==> config.mk <==
export PLATFORM = sky130hd
export DESIGN_NAME = seg_scan_display
export DESIGN_NICKNAME = d
export VERILOG_FILES = /design/src/rtl/seg_scan_display.sv
export SDC_FILE = /design/constraint.sdc
export NUM_CORES = 1
export LEC_CHECK = 0
export CAP_MARGIN = 20
export CORE_AREA = 10 10 96 98
export DETAILED_ROUTE_END_ITERATION = 6
export DIE_AREA = 0 0 106 108
export PLACE_DENSITY = 0.8
export SYNTH_ARGS = -nofsm -noshare
export SYNTH_HDL_FRONTEND = slang
export SYNTH_SLANG_ARGS = --single-unit
==> constraint.sdc <==
create_clock -name clk -period 7.53 [get_ports clk]
set_input_delay 2.259 -clock clk [delete_from_list [all_inputs] [get_ports clk]]
set_output_delay 2.259 -clock clk [all_outputs]
set_load 0.05 [all_outputs]
==> src/rtl/seg_scan_display.sv <==
// Byte-to-decimal display stage: sequential double-dabble converter feeding a 4-digit
// common-anode seven-segment scanner. Optional build macro: SEG_LEADING_ZERO_BLANK_EN.
module seg_scan_display #(
  parameter int CLK_DIV = 1000
) (
  input  logic       clk,
  input  logic       reset,
  input  logic [7:0] value,
  input  logic [1:0] sel,
  output logic [3:0] an,
  output logic [7:0] seg,
  output logic       busy
);

  localparam int CNT_W = $clog2(CLK_DIV);
  localparam logic [CNT_W-1:0] SCAN_LAST = CNT_W'(CLK_DIV - 1);

  typedef enum logic [1:0] {
    IDLE,
    SHIFT,
    DONE
  } state_t;

  state_t           state_q, state_d;
  logic [7:0]       bin_q, bin_d;
  logic [11:0]      bcd_q, bcd_d;
  logic [2:0]       cnt_q, cnt_d;
  logic [7:0]       cap_q, cap_d;
  logic [7:0]       shown_q, shown_d;
  logic [3:0]       d0_q, d0_d;
  logic [3:0]       d1_q, d1_d;
  logic [3:0]       d2_q, d2_d;
  logic [CNT_W-1:0] scan_q, scan_d;
  logic [1:0]       idx_q, idx_d;
  logic [3:0]       an_q, an_d;
  logic [7:0]       seg_q, seg_d;

  logic [11:0]      bcd_adj;
  logic [19:0]      shifted;
  logic [3:0]       cur_digit;
  logic             blank;

  function automatic logic [3:0] add3(input logic [3:0] n);
    return (n >= 4'd5) ? n + 4'd3 : n;
  endfunction

  function automatic logic [7:0] seg_code(input logic [3:0] d);
    logic [7:0] code;
    case (d)
      4'd0:    code = 8'hC0;
      4'd1:    code = 8'hF9;
      4'd2:    code = 8'hA4;
      4'd3:    code = 8'hB0;
      4'd4:    code = 8'h99;
      4'd5:    code = 8'h92;
      4'd6:    code = 8'h82;
      4'd7:    code = 8'hF8;
      4'd8:    code = 8'h80;
      4'd9:    code = 8'h90;
      default: code = 8'hFF;
    endcase
    return code;
  endfunction

  // Double-dabble step: correct each BCD nibble, then shift the whole {bcd,bin} window.
  always_comb begin
    bcd_adj = {add3(bcd_q[11:8]), add3(bcd_q[7:4]), add3(bcd_q[3:0])};
    shifted = {bcd_adj, bin_q} << 1;
  end

  always_comb begin
    state_d = state_q;
    bin_d   = bin_q;
    bcd_d   = bcd_q;
    cnt_d   = cnt_q;
    cap_d   = cap_q;
    shown_d = shown_q;
    d0_d    = d0_q;
    d1_d    = d1_q;
    d2_d    = d2_q;
    case (state_q)
      IDLE: begin
        if (value != shown_q) begin
          bin_d   = value;
          cap_d   = value;
          bcd_d   = 12'd0;
          cnt_d   = 3'd0;
          state_d = SHIFT;
        end
      end
      SHIFT: begin
        bcd_d = shifted[19:8];
        bin_d = shifted[7:0];
        cnt_d = cnt_q + 3'd1;
        if (cnt_q == 3'd7) begin
          state_d = DONE;
        end
      end
      DONE: begin
        d0_d    = bcd_q[3:0];
        d1_d    = bcd_q[7:4];
        d2_d    = bcd_q[11:8];
        shown_d = cap_q;
        state_d = IDLE;
      end
      default: state_d = IDLE;
    endcase
  end

  always_comb begin
    scan_d = scan_q + CNT_W'(1);
    idx_d  = idx_q;
    if (scan_q == SCAN_LAST) begin
      scan_d = '0;
      idx_d  = idx_q + 2'd1;
    end

    case (idx_q)
      2'd0:    cur_digit = d0_q;
      2'd1:    cur_digit = d1_q;
      2'd2:    cur_digit = d2_q;
      default: cur_digit = {2'b00, sel};
    endcase

`ifdef SEG_LEADING_ZERO_BLANK_EN
    // Only the tens and hundreds positions are suppressed; ones and select always show.
    blank = ((idx_q == 2'd2) && (d2_q == 4'd0)) ||
            ((idx_q == 2'd1) && (d2_q == 4'd0) && (d1_q == 4'd0));
`else
    blank = 1'b0;
`endif

    an_d  = ~(4'b0001 << idx_q);
    seg_d = blank ? 8'hFF : seg_code(cur_digit);
  end

  always_ff @(posedge clk or posedge reset) begin
    if (reset) begin
      state_q <= IDLE;
      bin_q   <= 8'd0;
      bcd_q   <= 12'd0;
      cnt_q   <= 3'd0;
      cap_q   <= 8'd0;
      shown_q <= 8'd0;
      d0_q    <= 4'd0;
      d1_q    <= 4'd0;
      d2_q    <= 4'd0;
      scan_q  <= '0;
      idx_q   <= 2'd0;
      an_q    <= 4'b1111;
      seg_q   <= 8'hFF;
    end else begin
      state_q <= state_d;
      bin_q   <= bin_d;
      bcd_q   <= bcd_d;
      cnt_q   <= cnt_d;
      cap_q   <= cap_d;
      shown_q <= shown_d;
      d0_q    <= d0_d;
      d1_q    <= d1_d;
      d2_q    <= d2_d;
      scan_q  <= scan_d;
      idx_q   <= idx_d;
      an_q    <= an_d;
      seg_q   <= seg_d;
    end
  end

  assign an   = an_q;
  assign seg  = seg_q;
  assign busy = (state_q != IDLE);

endmodule

== Word-level counts from Yosys, hierarchy flattened ==
Memory sizes are Yosys's and may differ from the RTL's. A register that Yosys moved wholly into a read port is not among the register bits.
Index checks and enable logic that the tools add are counted.

* Add/sub/neg operators: 6
* Order comparisons: 3
* Eq/ne operators: 9
* Shift-type cells: 1
* Multiplexer cells: 14
* Bitwise operators: 1
* Reductions and logical operators: 7

{| class="wikitable"
|+ Operators with widths
! operator !! count
|-
| $pmux 12 s2 || 1
|-
| $pmux 8 s2 || 1
|-
| $ge 4x3->1 const B || 3
|-
| $mux 12 || 1
|-
| $pmux 4 s3 || 1
|-
| $add 10x1->10 const B || 1
|-
| $eq 10x10->1 const B || 1
|-
| $mux 10 || 1
|-
| $add 4x2->4 const B || 2
|-
| $mux 4 || 2
|-
| $mux 8 || 1
|-
| $ne 8x8->1 || 1
|-
| $mux 3 || 2
|-
| $pmux 3 s2 || 1
|-
| $reduce_and 2->1 || 3
|-
| $eq 2x1->1 const B || 2
|-
| $eq 2x2->1 const B || 2
|-
| $logic_not 2->1 || 2
|-
| $mux 2 || 2
|-
| $ne 2x2->1 const B || 2
|-
| $not 4->4 || 1
|-
| $pmux 2 s2 || 1
|-
| $reduce_bool 2->1 || 2
|-
| $shl 1x2->4 const A || 1
|-
| other kinds (4) || 4
|}

* Register bits after elaboration: 77
* ROM bits: 112
* Bits of input ports: 12
* Output and inout bits: 13
* Logic and storage cells: 55
* Memories kept: 1

{| class="wikitable"
|+ Memory list
! memory !! depth !! width !! read ports !! clocked after memory_dff !! wr ports !! RTL line !! text
|-
| (name not given) || 16 || 7 || 1 || 1 || 0 || 49 || <nowiki>case (d)</nowiki>
|}

== Logic depth before layout (Yosys ltp) ==
* Depth in word-level cells: 3
* Gate-level depth with buffers: 8

== Worst setup path after synthesis ==
Ideal clock, no wire load.

* Path kind: input to register
* From: input port value[3]
* To: register cap_q[0]
* Setup time: 125 ps
* Data arrival time: 3,280 ps
* Data required time: 7,405 ps
* Slack: 4,126 ps
* Cell stages on the path: 4
* Cells stage by stage: xnor2_1 -> nand4_1 -> o21ai_2 -> mux2_2

* Word-level cells in the longest chain between the ends: 2

{| class="wikitable"
|+ RTL lines
! element !! RTL line !! text
|-
| start: declaration || 8 || <nowiki>input logic [7:0] value,</nowiki>
|-
| $ne 8x8->1 || 83 || <nowiki>if (value != shown_q) begin</nowiki>
|-
| $reduce_and 2->1 (no line) || -- ||
|-
| end signal: assignment || 157 || <nowiki>cap_q <= cap_d;</nowiki>
|-
| end: declaration || 28 || <nowiki>logic [7:0] cap_q, cap_d;</nowiki>
|}

Every way passes these cells.
A chain may end at the register's enable or synchronous reset.

== Worst setup path in the final report ==
* From: register state_q[0]
* To: output port busy

* Word-level cells in the longest chain between the ends: 1

{| class="wikitable"
|+ RTL lines
! element !! RTL line !! text
|-
| start: declaration || 24 || <nowiki>state_t state_q, state_d;</nowiki>
|-
| start signal: assignment || 153 || <nowiki>state_q <= state_d;</nowiki>
|-
| $reduce_bool 2->1 || 171 || <nowiki>assign busy = (state_q != IDLE);</nowiki>
|-
| end: declaration || 12 || <nowiki>output logic busy</nowiki>
|}

Every way passes these cells.

==> impl_results.md <==
* # Max-Cap Violations at 0
* Placement Setup Slack at 3.27 ns
* Largest net degree at the start of global routing at 77
* Slew Limit Headroom at 0.346
* Chip Width at ~110 µm
* DR vias at 2,361
* Routed WL at slightly above 6000 µm
* Setup TNS Final at 0 ns
* Post-CTS Setup Bufs at 0
* Vert. Die Dim at ~110 µm
* PD cells at just under 400 nW/µm²
* Cts hold-fix bufs at 0
* IO buf count at 23
* CTS tree: yes
* CP cell instances: nor2_1 -> inv_1 -> clkdlybuf4s50_1
* Initial antenna violation count at 0
* Min Tclk post-route at 4.04 ns
* Share of post-route cells with drive strength above 1 at 0.173
* Seq/Total Area, Yosys at 0.539
* Row count at 32
* Worst hold path type: flip-flop to flip-flop
* Slowest cell on the critical path: clkdlybuf4s50_1
* Clock transition at path regs at roughly 0.070 ns
* Antenna-violating nets left at 0
* DRC viols at 0
* Dpl cell area at 3860 µm²
* Startpoint types: flip-flop
* Clk pwr share at 0.214
* Combinational share of power at 0.370
* Routability cong. at 0.815
* Tcrit/Tclk final at 0.536
* CTS root buffer: clkbuf_8
* CP Capture Type: output pin
* Async SR Flop Fraction at 1.00
* Sinks on Clock Net at 76
* Mapped Avg Cell Area at 11.4 µm²
* Total I/O pin count at 25
* Synth Net Count at 340
* Fmax at around 250 MHz
* Status: finished clean
* Power Total at around 1.6 mW
* GRT Total Usage at 0.114
* HPWL Detailed at 4330 µm
* Commonest cells after routing, fill and taps aside: 65 x dfrtp_1, 32 x nand2_1, 26 x mux2_2, 23 x clkdlybuf4s50_1
* CP top delay family: buffers and inverters
* Critical Path Max Stage Delay at around 0.7 ns
* WP buf/inv at 2
* Number of global-route vias before repair at between 2,000 and 2,500
* Post-synthesis register bit count at between 70 and 80
* Clk_lat worst skew at 0.34 ns
* First-pass GRT wire length at between 10,000 and 15,000 µm
* Crit Path Category: flip-flop to output pin
* Net switching power figure at 555 µW
* WP data required at 5.27 ns
* Worst Slack Setup Final at 3.49 ns
* Sw Ratio at 0.352
* Core area at 7450 µm²
* Htree depth at 3
* Internal at between 1 and 1.5 mW
* WP data arrival at ~1.8 ns
* Finished layout cell area at about 4100 µm²
* Die ar. at 11,400 µm²
* Final hold violations at 0
* Seq pwr share at 0.416
* Post-synth top flop: dfrtp_1
* Clock buffers created by TritonCTS at 9
* CTS resizes at 0
* Synth warn at 0
* Leakage at 1.75 nW
* Grt ovf at 0
* Post-synth EDFFs at 0
* Slew Limit Fails at 0
* Unrepaired setup endpoints after global routing: no
* Crit path max fanout at 5
* Routed WL per cell at 14.0 µm
* Number of antenna diodes at 0
* Cell count after synthesis at 311
* Cell variety after synth at 43
* Vias/cell at around 5.3
* Max VDD drop at around 170 µV
* Initial core utilization at 0.477
* Clk buf depth at 2
* Final setup fails at 0
* Synthesis-to-finish area growth at 15.1%
* Synthesized area at 3560 µm²
* Clk_skew at 0.00658 ns
* Worst Tran Pin Value at 0.980 ns
* Drt initial violations at between 100 and 150
* Most common cell after layout, fill and taps aside: dfrtp_1
* Nets at 365
* Drt pass-1 iters at 5
cells by family (layout without fill, tap and decap cells):
group | after synthesis | in the layout | synth area share
adder cells (fa/ha/maj) | 17 | 17 | 0.0598
flip-flops | 76 | 76 | 0.539
AO/OA/AOI/OAI | 59 | 59 | 0.115
other | 1 | 1 | 0.00105
AND/OR/NAND/NOR | 81 | 81 | 0.118
XOR/XNOR | 19 | 19 | 0.0468
buffers and inverters | 32 | 62 | 0.0384
multiplexers | 26 | 26 | 0.0823
stage by stage:
stage,utilization,cells,hold slack [ns]
floorplan,-,311,0.449
global placement,0.519,426,0.472
detailed placement,0.519,426,0.479
CTS,0.548,442,0.489
global route,0.550,443,0.527
finish,0.550,443,0.486
synth_stat cells, drive strengths merged, types with 5 or more instances:
library cell,n,area share
a21oi,6,0.0084
a221o,7,0.020
and2,8,0.014
buf,6,0.011
clkbuf,5,0.0053
dfrtp,65,0.46
dfstp,11,0.081
ha,17,0.060
inv,21,0.022
mux2,26,0.082
nand2,32,0.034
nand2b,5,0.0088
nand3,6,0.0099
nor2,11,0.012
nor2b,5,0.0088
o21ai,21,0.031
o22ai,6,0.011
xnor2,15,0.037
power by group through the flow:
stage	logic (mW)	registers, mW	clock network [mW]
floorplan	0.407	0.703	0
global placement	0.563	0.655	0
detailed placement	0.587	0.663	0
CTS	0.590	0.656	0.343
global route	0.648	0.675	0.361
finish	0.583	0.656	0.338
worst register-to-register path, stage by stage, from the launching register on:
cell and delay [ns]:
dfrtp_1 0.40, inv_1 0.09, ha_1 0.25, a222oi_1 0.44
a21oi_1 0.23, ha_1 0.24, o32a_1 0.35
final timing paths:
check / cells after the start / from / endpoint / slack, ns
min reg2reg: 1 / scan_q[0]$_DFF_PP0_ / scan_q[0]$_DFF_PP0_ / 0.49
max reg2reg: 6 / idx_q[1]$_DFFE_PP0N_ / seg[5]$_DFF_PP1_ / 5.47
max in group asynchronous: 3 / reset / cap_q[5]$_DFFE_PP0P_ / 4.45
min: 1 / scan_q[0]$_DFF_PP0_ / scan_q[0]$_DFF_PP0_ / 0.49
max: 3 / state_q[0]$_DFFE_PP0P_ / busy / 3.49
min in group asynchronous: 3 / reset / d1_q[0]$_DFFE_PP0N_ / 2.52
final cells by class:
cell class                      instances  area [µm²]
Timing Repair Buffer                   25         249
Sequential cell                        76        1920
Tap cell                              102         128
Clock buffer                           12         145
Multi-Input combinational cell        203        1500
Fill cell                             636        3350
Clock inverter                          4        72.6
Inverter                               21        78.8
sequential cells by signal, indices dropped and copies added (netlist names):
name	cells
d1_q	4
scan_q	10
shown_q	8
state_q	2
an	4
cnt_q	3
d0_q	4
cap_q	8
idx_q	2
bcd_q	12
seg	7
bin_q	8
d2_q	4
routing by layer:
layer | part of all wire | track usage
met5 | 0 | 0
met4 | 0.016 | 0.0513
met3 | 0.047 | 0.0315
met2 | 0.49 | 0.190
met1 | 0.45 | 0.134
No activity file was read; power rests on OpenSTA's default activity.
==> RTL change: new RTL, same settings <==
The 3 states of `state_t` get a one-hot encoding in 3 bits.
--- a/src/rtl/seg_scan_display.sv
+++ b/src/rtl/seg_scan_display.sv
@@ -15,10 +15,10 @@
   localparam int CNT_W = $clog2(CLK_DIV);
   localparam logic [CNT_W-1:0] SCAN_LAST = CNT_W'(CLK_DIV - 1);
 
-  typedef enum logic [1:0] {
-    IDLE,
-    SHIFT,
-    DONE
+  typedef enum logic [2:0] {
+    IDLE  = 3'b001,
+    SHIFT = 3'b010,
+    DONE  = 3'b100
   } state_t;
 
   state_t           state_q, state_d;
Function: no difference found for any inputs over 10 cycles, from zero or initial values and one cycle with reset high; not proved beyond that.
==> RTL change against the original RTL <==
  * Sequential share of layout area down 0.18 points
  * Power fell by 24%
  * Critical path depth unchanged
  * Worst setup slack worse by 290 ps
  * Sequential cell count up 1
  * Synthesized cell count grew 6.8%
  * Cell area up 1.8%
  * Area after synthesis grew 2.5%
  * Die area is the same
  * Hold slack got worse by 23 ps
  * Register-to-register slack got worse by 140 ps
  * Wire length up 5.2%
  * Cell count is 4.3% higher
==> RTL change: results (changes against the original RTL) <==
| Metric | Value |
|---|---|
| Synth Flop Type | dfrtp_1 |
| NumNets Final | 384 (+5.2%) |
| Regs by FF count | bcd_q x12, scan_q x10 |
| Layout Skew | 11.7 ps (+5.15 ps) |
| Worst min path class | reg -> reg |
| CTS Buffer Depth | 2 (unchanged) |
| Vias in the first global route | 2,508 (+8.6%) |
| Peak VDD IR | 204 µV (+20%) |
| Post-CTS Resized | 0 (unchanged) |
| Post-DP HPWL | 4.52 mm (+4.4%) |
| Routability Congestion | 0.813 (-0.25%) |
| Outcome | complete, no violations |
| Final Hold Slack | 463 ps (-23.0 ps) |
| First-pass GRT wire length | 11.6 mm (+8.7%) |
| Leakage power | 0.00179 µW (+2.3%) |
| Largest net degree at the start of global routing | 78 (+1.3%) |
| DRT Pass-1 Iters | 4 (-1) |
| CP arrival | 2060 ps (+280 ps) |
| Slew HR | 31.6% (-3.0 points) |
| Clock root cell | clkbuf_8 |
| Post-DR vias/cell | 5.31 (-0.34%) |
| CTS H-tree lvls | 3 (unchanged) |
| Flop2flop setup slack | 5330 ps (-140 ps) |
| Antenna Cells | 0 (unchanged) |
| Post-Route WL | 6.53 mm (+5.2%) |
| Largest cells by area after synthesis | dfrtp_1 45%, dfstp_2 8.6%, mux2_2 7.1% |
| Syn nets | 361 (+6.2%) |
| CTS buffer count | 9 (unchanged) |
| Placed cell areas | 3970 µm² (+2.8%) |
| Register area share after synthesis | 53.3% (-0.61 points) |
| Yosys warnings | 0 (unchanged) |
| Port Buffer Count | 23 (unchanged) |
| GRT Overall Usage | 12.2% (+0.88 points) |
| Most frequent cell after synthesis | dfrtp_1 |
| Drt initial violations | 213 (+66%) |
| Async set-or-reset flop fraction in the synthesized netlist | 100% (unchanged) |
| Distinct cell type count after synthesis | 45 (+4.7%) |
| Share of cells above drive strength 1 | 16.7% (-0.64 points) |
| Skew-Pair Late Insertion Delay | around 350 ps |
| Post-synth top cells | 65 x dfrtp_1, 40 x nand2_1, 25 x inv_1 |
| Initial antenna violation count | 0 (unchanged) |
| Switch share | 34.0% (-1.2 points) |
| Postcts setup bufs | 0 (unchanged) |
| Clock-pin slew on the worst setup and hold paths | roughly 80 ps |
| Crit Path Max Fanout | 10 (+5) |
## RTL change: power by group through the flow
stage	Sequential (µW)	Combinational, µW	Clock (µW)
floorplan	578	232	0
global placement	560	322	0
detailed placement	562	337	0
CTS	556	338	317
global route	568	375	334
finish	556	333	309
## RTL change: worst paths after layout
path / from / endpoint / cells after the start
setup / recovery: state_q[0]$_DFFE_PP1P_ / busy / 3
hold / removal: scan_q[0]$_DFF_PP0_ / scan_q[0]$_DFF_PP0_ / 1
setup reg to reg: state_q[0]$_DFFE_PP1P_ / bcd_q[3]$_DFFE_PP0P_ / 3
hold reg to reg: scan_q[0]$_DFF_PP0_ / scan_q[0]$_DFF_PP0_ / 1
max in group asynchronous: reset / bcd_q[7]$_DFFE_PP0P_ / 3
min in group asynchronous: reset / shown_q[1]$_DFFE_PP0N_ / 3
## RTL change: kinds of logic (layout without fill, tap and decap cells)
kind of cell | count (synthesis) | in the layout | share of synthesized area, %
xor gates and xnor gates | 20 | 20 | 4.80
buffers and inverters | 39 | 67 | 4.26
other | 1 | 1 | 0.103
muxes | 24 | 24 | 7.52
AOI/OAI and AO/OA | 63 | 63 | 11.3
DFF | 77 | 77 | 53.3
adders and majority gates | 17 | 17 | 5.83
and+or+nand+nor | 91 | 91 | 12.9
## RTL change: cell type report
type                       count  area [µm²]
multi-input combinational    216        1550
timing repair buffer          26         253
inverter                      25        93.8
clock buffer                  13         149
sequential                    77        1940
clock inverter                 3        46.3
tap                          102         128
fill                         660        3280
## RTL change: stage by stage
| stage | cells | setup slack, ps |
|---|---|---|
| after floorplan | 332 | 3320 |
| after global placement | 446 | 3170 |
| after detailed placement | 446 | 3080 |
| after CTS | 462 | 3170 |
| after global routing | 462 | 3080 |
| final | 462 | 3210 |
## RTL change: metal layers
| metal | part of all wire [%] | wire (µm) | global-route usage, % | up-vias |
|---|---|---|---|---|
| met2 | 48 | 3150 | 19.8 | 37 |
| met4 | 1.7 | 114 | 5.71 | 0 |
| met3 | 3.9 | 255 | 3.63 | 10 |
| met1 | 46 | 3010 | 14.8 | 1212 |
| li1 | - | - | - | 1195 |
| met5 | 0 | 0 | 0 | - |
## RTL change: worst max-delay path, stage by stage (launching register included)
cell and delay [ps]:
dfstp_2 560, and2_1 360, inv_1 80, clkdlybuf4s50_1 710
